<file path="src/rtl/uart_pkg.sv">
// Shared UART definitions: FSM state encoding, data width, idle line level
// and the parity helpers used by the transmit and receive paths.
package uart_pkg;

  localparam int   UART_DATA_W     = 8;
  localparam logic UART_IDLE_LEVEL = 1'b1;

  typedef enum logic [2:0] {
    ST_IDLE   = 3'd0,
    ST_START  = 3'd1,
    ST_DATA   = 3'd2,
    ST_PARITY = 3'd3,
    ST_STOP   = 3'd4
  } uart_state_e;

  // Fold one more data bit into a running XOR parity accumulator.
  function automatic logic uart_par_step(input logic acc, input logic bit_in);
    return acc ^ bit_in;
  endfunction

  // Turn the XOR of all data bits into the parity bit placed on the line.
  function automatic logic uart_par_final(input logic acc, input logic odd);
    return acc ^ odd;
  endfunction

endpackage

</file>
<file path="src/rtl/uart_sync_fifo.sv">
// Small synchronous show-ahead FIFO. Full/empty come from the occupancy
// counter only; pointers are free-running and wrap because DEPTH is 2^n.
module uart_sync_fifo #(
  parameter int W     = 8,
  parameter int DEPTH = 4
) (
  input  logic                   clk,
  input  logic                   reset,
  input  logic                   wr_en,
  input  logic [W-1:0]           din,
  input  logic                   rd_en,
  output logic [W-1:0]           dout,
  output logic [$clog2(DEPTH):0] count,
  output logic                   full,
  output logic                   empty
);

  localparam int AW = $clog2(DEPTH);
  localparam logic [AW:0] FULL_CNT = (AW+1)'(DEPTH);

  logic [W-1:0]  mem_q [DEPTH];
  logic [W-1:0]  mem_d [DEPTH];
  logic [AW-1:0] wr_ptr_q, wr_ptr_d;
  logic [AW-1:0] rd_ptr_q, rd_ptr_d;
  logic [AW:0]   count_q, count_d;
  logic          do_wr, do_rd;

  assign full  = (count_q == FULL_CNT);
  assign empty = (count_q == (AW+1)'(0));
  assign count = count_q;
  assign dout  = mem_q[rd_ptr_q];
  assign do_wr = wr_en && !full;
  assign do_rd = rd_en && !empty;

  // Next-state for storage, pointers and occupancy.
  always_comb begin
    mem_d    = mem_q;
    wr_ptr_d = wr_ptr_q;
    rd_ptr_d = rd_ptr_q;
    if (do_wr) begin
      mem_d[wr_ptr_q] = din;
      wr_ptr_d        = wr_ptr_q + AW'(1);
    end else begin
      wr_ptr_d = wr_ptr_q;
    end
    if (do_rd) begin
      rd_ptr_d = rd_ptr_q + AW'(1);
    end else begin
      rd_ptr_d = rd_ptr_q;
    end
    case ({do_wr, do_rd})
      2'b10:   count_d = count_q + (AW+1)'(1);
      2'b01:   count_d = count_q - (AW+1)'(1);
      default: count_d = count_q;
    endcase
  end

  // FIFO state registers.
  always_ff @(posedge clk or posedge reset) begin
    if (reset) begin
      for (int i = 0; i < DEPTH; i++) begin
        mem_q[i] <= '0;
      end
      wr_ptr_q <= '0;
      rd_ptr_q <= '0;
      count_q  <= '0;
    end else begin
      mem_q    <= mem_d;
      wr_ptr_q <= wr_ptr_d;
      rd_ptr_q <= rd_ptr_d;
      count_q  <= count_d;
    end
  end

endmodule

</file>
<file path="src/rtl/uart_tx_buffered.sv">
// Buffered UART transmitter: bytes are queued in a FIFO and serialised as
// start, 8 data bits LSB first, optional parity and 1-2 stop bits, one bit
// per baud_tick.
module uart_tx_buffered
  import uart_pkg::*;
#(
  parameter int DEPTH      = 4,
  parameter int PARITY_EN  = 1,
  parameter int PARITY_ODD = 0,
  parameter int STOP_BITS  = 1
) (
  input  logic                   clk,
  input  logic                   reset,
  input  logic                   baud_tick,
  input  logic [7:0]             in_data,
  input  logic                   in_valid,
  output logic                   in_ready,
  output logic                   tx,
  output logic                   busy,
  output logic [$clog2(DEPTH):0] fifo_count
);

  localparam logic PAR_EN    = (PARITY_EN != 0);
  localparam logic PAR_ODD   = (PARITY_ODD != 0);
  localparam logic STOP_LAST = (STOP_BITS == 2);

  uart_state_e            state_q, state_d;
  logic [UART_DATA_W-1:0] shift_q, shift_d;
  logic [2:0]             bit_cnt_q, bit_cnt_d;
  logic                   stop_cnt_q, stop_cnt_d;
  logic                   par_q, par_d;
  logic                   tx_q, tx_d;
  logic                   busy_q, busy_d;
  logic                   pop_s;
  logic [UART_DATA_W-1:0] fifo_dout;
  logic                   fifo_full, fifo_empty;

  // in_ready depends only on the registered occupancy, so a pop in the same
  // cycle never lets a push into a full FIFO.
  assign in_ready = !fifo_full;
  assign tx       = tx_q;
  assign busy     = busy_q;

  uart_sync_fifo #(
    .W     (UART_DATA_W),
    .DEPTH (DEPTH)
  ) u_fifo (
    .clk   (clk),
    .reset (reset),
    .wr_en (in_valid && in_ready),
    .din   (in_data),
    .rd_en (pop_s),
    .dout  (fifo_dout),
    .count (fifo_count),
    .full  (fifo_full),
    .empty (fifo_empty)
  );

  // Frame sequencing: everything advances only on baud ticks.
  always_comb begin
    state_d    = state_q;
    shift_d    = shift_q;
    bit_cnt_d  = bit_cnt_q;
    stop_cnt_d = stop_cnt_q;
    par_d      = par_q;
    tx_d       = tx_q;
    busy_d     = busy_q;
    pop_s      = 1'b0;
    if (baud_tick) begin
      case (state_q)
        ST_IDLE: begin
          if (!fifo_empty) begin
            pop_s   = 1'b1;
            shift_d = fifo_dout;
            tx_d    = 1'b0;
            par_d   = 1'b0;
            busy_d  = 1'b1;
            state_d = ST_START;
          end else begin
            tx_d   = UART_IDLE_LEVEL;
            busy_d = 1'b0;
          end
        end
        ST_START: begin
          tx_d      = shift_q[0];
          par_d     = uart_par_step(par_q, shift_q[0]);
          bit_cnt_d = 3'd0;
          state_d   = ST_DATA;
        end
        ST_DATA: begin
          if (bit_cnt_q != 3'd7) begin
            shift_d   = {1'b0, shift_q[UART_DATA_W-1:1]};
            tx_d      = shift_q[1];
            par_d     = uart_par_step(par_q, shift_q[1]);
            bit_cnt_d = bit_cnt_q + 3'd1;
          end else if (PAR_EN) begin
            tx_d    = uart_par_final(par_q, PAR_ODD);
            state_d = ST_PARITY;
          end else begin
            tx_d       = UART_IDLE_LEVEL;
            stop_cnt_d = 1'b0;
            state_d    = ST_STOP;
          end
        end
        ST_PARITY: begin
          tx_d       = UART_IDLE_LEVEL;
          stop_cnt_d = 1'b0;
          state_d    = ST_STOP;
        end
        ST_STOP: begin
          tx_d = UART_IDLE_LEVEL;
          if (stop_cnt_q != STOP_LAST) begin
            stop_cnt_d = stop_cnt_q + 1'b1;
          end else begin
            busy_d  = 1'b0;
            state_d = ST_IDLE;
          end
        end
        default: begin
          tx_d    = UART_IDLE_LEVEL;
          busy_d  = 1'b0;
          state_d = ST_IDLE;
        end
      endcase
    end else begin
      state_d = state_q;
    end
  end

  // Transmit state and registered line/busy outputs.
  always_ff @(posedge clk or posedge reset) begin
    if (reset) begin
      state_q    <= ST_IDLE;
      shift_q    <= '0;
      bit_cnt_q  <= 3'd0;
      stop_cnt_q <= 1'b0;
      par_q      <= 1'b0;
      tx_q       <= UART_IDLE_LEVEL;
      busy_q     <= 1'b0;
    end else begin
      state_q    <= state_d;
      shift_q    <= shift_d;
      bit_cnt_q  <= bit_cnt_d;
      stop_cnt_q <= stop_cnt_d;
      par_q      <= par_d;
      tx_q       <= tx_d;
      busy_q     <= busy_d;
    end
  end

endmodule

</file>
<file path="config.mk">
export PLATFORM = sky130hd
export DESIGN_NAME = uart_tx_buffered
export DESIGN_NICKNAME = d
export VERILOG_FILES = /design/src/rtl/uart_pkg.sv /design/src/rtl/uart_sync_fifo.sv /design/src/rtl/uart_tx_buffered.sv
export SDC_FILE = /design/constraint.sdc
export NUM_CORES = 1
export LEC_CHECK = 0
export CAP_MARGIN = 40
export CORE_ASPECT_RATIO = 1.4
export CORE_MARGIN = 3
export CORE_UTILIZATION = 57
export CTS_CLUSTER_SIZE = 30
export DETAILED_ROUTE_END_ITERATION = 16
export PLACE_DENSITY = 0.77
export SLEW_MARGIN = 20
export SYNTH_ARGS = -nofsm -noshare
export SYNTH_HDL_FRONTEND = slang
export SYNTH_SLANG_ARGS = --single-unit
</file>
<file path="constraint.sdc">
create_clock -name clk -period 2.6 [get_ports clk]
set_clock_uncertainty 0.05 [all_clocks]
set_input_delay 0.52 -clock clk [delete_from_list [all_inputs] [get_ports clk]]
set_output_delay 0.52 -clock clk [all_outputs]
set_load 0.01 [all_outputs]
</file>
# ---- Word-level counts from Yosys, hierarchy flattened
# Cells that the tools add are included.
dict set report word_totals {
  word_cells 89
  in_bits 12
  register_bits 57
}
dict set report op_classes {
  n_eq_ne 12
  reduce_logical 20
  order_cmp 3
  mux 29
  bitwise 5
  addsub 6
}
# operator count
set op_table {}
lappend op_table {{$mux 8} 5}
lappend op_table {{$bwmux 32} 1}
lappend op_table {{$bmux 8 s2} 1}
lappend op_table {{$demux 8 s2} 1}
lappend op_table {{$pmux 8 s2} 1}
lappend op_table {{$pmux 3 s5} 1}
lappend op_table {{$mux 3} 4}
lappend op_table {{$pmux 3 s2} 2}
lappend op_table {{$reduce_and 4->1} 3}
lappend op_table {{$mux 1} 9}
lappend op_table {{$pmux 1 s3} 3}
lappend op_table {{$ne 2x2->1 const B} 4}
lappend op_table {{$reduce_bool 2->1} 4}
lappend op_table {{$add 3x1->3 const B} 2}
lappend op_table {{$eq 3x2->1 const B} 2}
lappend op_table {{$eq 3x3->1 const B} 2}
lappend op_table {{$ge 3x3->1 const B} 2}
lappend op_table {{$logic_not 3->1} 2}
lappend op_table {{$not 2->3} 2}
lappend op_table {{$reduce_and 3->1} 2}
lappend op_table {{$add 2x1->2 const B} 2}
lappend op_table {{$logic_and 1x1->1} 4}
lappend op_table {{$eq 3x1->1 const B} 1}
lappend op_table {{$lt 3x1->1 const B} 1}
lappend op_table {{other kinds (12)} 14}

# ---- Logic depth before layout (Yosys ltp)
dict set report logic_depth {
  depth_word 7
  mapped_depth 9
  mapped_depth_nobuf 9
}

# ---- Cells and area by module
# From an unflattened synthesis, not the netlist that was laid out.
dict set report unflattened {
  cells_unflattened 210
  area_unflattened_um2 2732.6
}
# module n_inst seq_area_each_um2 cells_each area_each_um2
set by_module_without_submodules {}
lappend by_module_without_submodules {uart_sync_fifo 1 975.9 115 1788.0}
lappend by_module_without_submodules {uart_tx_buffered 1 426.7 95 944.7}

# ---- Worst setup path before layout
# Ideal clock, no wire load.
dict set report synth_timing {
  path_type {input to register}
  from {in baud_tick}
  to {reg u_fifo.count_q[2], in the netlist u_fifo.count[2]}
  n_path_buf 0
  arrival_time_ns 1.922
  path_stages 8
  slack_ns 0.549
  required_ns 2.471
  cell_sequence {and2b_1 > and3_1 > ha_1 > inv_1 > fa_1 > xor2_1 > nor2_1 > xor2_1}
}
dict set report synth_between {
  elab_chain_cells 4
}
# element line
set synth_lines {}
lappend synth_lines {{from (decl)} uart_tx_buffered.sv:14} ;# input logic baud_tick,
lappend synth_lines {{$mux 1 (*)} uart_tx_buffered.sv:69} ;# if (baud_tick) begin
lappend synth_lines {{$logic_and 1x1->1 (*)} uart_sync_fifo.sv:33} ;# assign do_rd = rd_en && !empty;
lappend synth_lines {{net u_fifo.do_rd} uart_sync_fifo.sv:26} ;# logic do_wr, do_rd;
lappend synth_lines {{$eq 2x1->1 or $eq 2x2->1 (tied branches)} uart_sync_fifo.sv:51} ;# case ({do_wr, do_rd})
lappend synth_lines {{$pmux 3 s2 or $reduce_bool 2->1 (tied branches)} -}
lappend synth_lines {{to (signal assigned)} uart_sync_fifo.sv:71} ;# count_q <= count_d;
lappend synth_lines {{to (decl)} uart_sync_fifo.sv:25} ;# logic [AW:0] count_q, count_d;
# The timed path passes the listed nets; every way through them passes the cells marked *.
# A chain may end at the register's enable or synchronous reset.

# ---- Worst setup path after layout
# Ends and elaborated chain as after synthesis.

==> out/metrics.csv <==
metric;value;unit
cts_hold_buf;0;
routabilityCongestion;0.745;
hold_path_end;shift_q[2];
first_iter_violations;66;
io_buffers;17;
crit_required;2790;ps
floorplan.initialDensity;61.0;%
layout-drive-gt1-share;28.5;%
grt_start_max_net_pins;57;
maxCapViolations;0;
ant_nets;0;
status;complete, no violations;
setup_tns;0;ps
clockBufferDepth;2;
dieArea;0.00556;sq mm
n_antenna_cell;0;
critPathMaxFanout;3;
rows;28;
die_w;63.9;microns
hold_path_depth;2;
worst_hold_startpoint;shift_q[2];
vdd_ir_drop_max;0.000704;V
route.detailed.drc;0;
synthArstFlopShare;100;%
clk_latency;310;ps
area_delta_synth_final;13.3;%
numCtsBuffers;5;
yosys_warnings;0;
via_count;1614;
cts-root-buf;clkbuf_8;
synth-edff-count;0;
cts_max_level;2;
syn_avg_cell_area;13.1;sq um
dr.pass1.iters;4;
rsz0062_at_grt;false;
yosys.area.top_type;dfrtp_1;
relSlewSlack;58.4;%
netlist_top_cells_area;dfrtp_1, mux2_2, mux4_2;
final_common_cell;dfrtp_1;
place_area;0.00293;sq mm
r2r_setup_slack;400;ps
grt_pass1_vias;1736;
cts_tree;done;
fillerInstances;323;
cts_resized;0;
powerDensity;1200;mW/mm^2
die_h;87.0;microns
arrival;2420;ps
grt-ovfl-total;0;
via_per_inst;5.60;
timing.rr.end;u_fifo.count[2];
finalSetupViolCount;0;
antenna_found_initial;0;
core;0.00438;sq mm
mostFrequentLayoutCells;dfrtp_1, mux2_2, nand2_1, clkdlybuf4s50_1, o21ai_0;
crit_path_start_kind;input pin;
ys_types;38;
period_share;85.7;%
route.detailed.wl_per_inst;16.2;microns
syn-instance-count;204;
worstHoldPathType;reg2reg;
timing.rr.start;state_q[0];
synth_nets;224;
power_leakage;0.00131;uW
synth_top_area_share;51.5;%
postCtsSetupRepairBufs;0;
ios;18;
worst_pin_slew;625;ps
dpl.hpwl;3530;microns
syn_area;0.00267;sq mm
clock-sinks;56;
synth-seq-cells;56;
fmax;449;MHz
drv_slew;0;
design_area;0.00303;sq mm
post-route-min-period;2230;ps
num-nets-final;247;
hold_viol;0;
ys_seq_area_share;52.5;%
cp-end-kind;flop;
drt_wl_total;4660;microns
r2r.worst_path.cells;8;
critPathKind;in2reg;
grt_first_pass_wirelength;8070;microns
synth_top_flop_cell;dfrtp_1;
track_usage;18.8;%
clkTransAtPathRegs;100;ps
stage by stage:
step	total power, uW	util (%)	worst slack, ps	hold WS [ps]	instances
2_1_floorplan	2770	-	549	399	204
3_3_place_gp	3070	67.0	137	415	280
3_5_place_dp	3210	67.0	43.8	424	280
4_1_cts	3690	69.2	365	447	288
5_1_grt	3920	69.2	220	476	288
6_report	3640	69.2	372	454	288
sequential cells by signal, indices dropped and copies added, names as in the netlist:
| name | count |
|---|---|
| u_fifo.rd_ptr_q | 2 |
| state_q | 3 |
| par_q | 1 |
| u_fifo.count | 3 |
| busy | 1 |
| tx | 1 |
| bit_cnt_q | 3 |
| u_fifo.mem_q | 32 |
| u_fifo.wr_ptr_q | 2 |
| shift_q | 8 |
worst max path at each step:
stage	slack, ps	startpoint	endpoint	cells after the start
finish	370	baud_tick	u_fifo.count[2]	9
CTS	370	baud_tick	u_fifo.count[2]	9
detailed placement	40	baud_tick	u_fifo.count[2]	9
global placement	140	baud_tick	u_fifo.count[2]	9
global route	220	baud_tick	u_fifo.count[2]	9
floorplan	550	baud_tick	u_fifo.count[2]	8
where the power goes:
part	internal (uW)	switching (uW)
clock network	197	292
registers	1300	354
logic	882	616
per-layer routing:
| layer | up-vias | GRT usage, % | share of wire (%) |
|---|---|---|---|
| met5 | - | 0 | 0 |
| met4 | 0 | 5.89 | 1.1 |
| met3 | 7 | 3.88 | 2.1 |
| met2 | 14 | 35.6 | 56 |
| met1 | 826 | 20.9 | 41 |
| li1 | 767 | - | - |
worst max-delay path, cell delays in order:
cell and delay [ps]:
clkdlybuf4s50_1 480, and2b_1 140, and3_1 220, ha_1 210, inv_1 60, fa_1 370
xor2_1 150, nor2_1 120, xor2_1 150
area by class of cell:
class	count	area, sq um	area share [%]
inverter	8	30.0	0.991
timing repair buffer	22	220	7.27
clock buffer	5	68.8	2.27
tap	60	75.1	2.48
clock inverter	3	26.3	0.867
sequential	56	1400	46.3
multi-input combinational	134	1210	39.8
kinds of logic (layout without fill, tap and decap cells):
logic type | Yosys count | after routing | share of synthesized area [%]
AOI/OAI and AO/OA | 28 | 28 | 6.79
xor gates and xnor gates | 6 | 6 | 1.97
adders and majority gates | 8 | 8 | 4.03
buffers and inverters | 14 | 38 | 2.39
DFF | 56 | 56 | 52.5
muxes | 51 | 51 | 24.4
and+or+nand+nor | 41 | 41 | 7.91
synth_stat cells, types with 2 or more instances:
cell type	n
o21ai_0	14
a21oi_1	2
xnor2_1	3
mux4_2	8
buf_4	2
nor2_1	6
mux2i_1	9
inv_1	8
nand2_2	4
dfrtp_1	55
buf_2	3
mux2_2	34
ha_1	7
xor2_1	3
nand2_1	18
nand2b_1	6
Power figures use the tool's default switching activity.
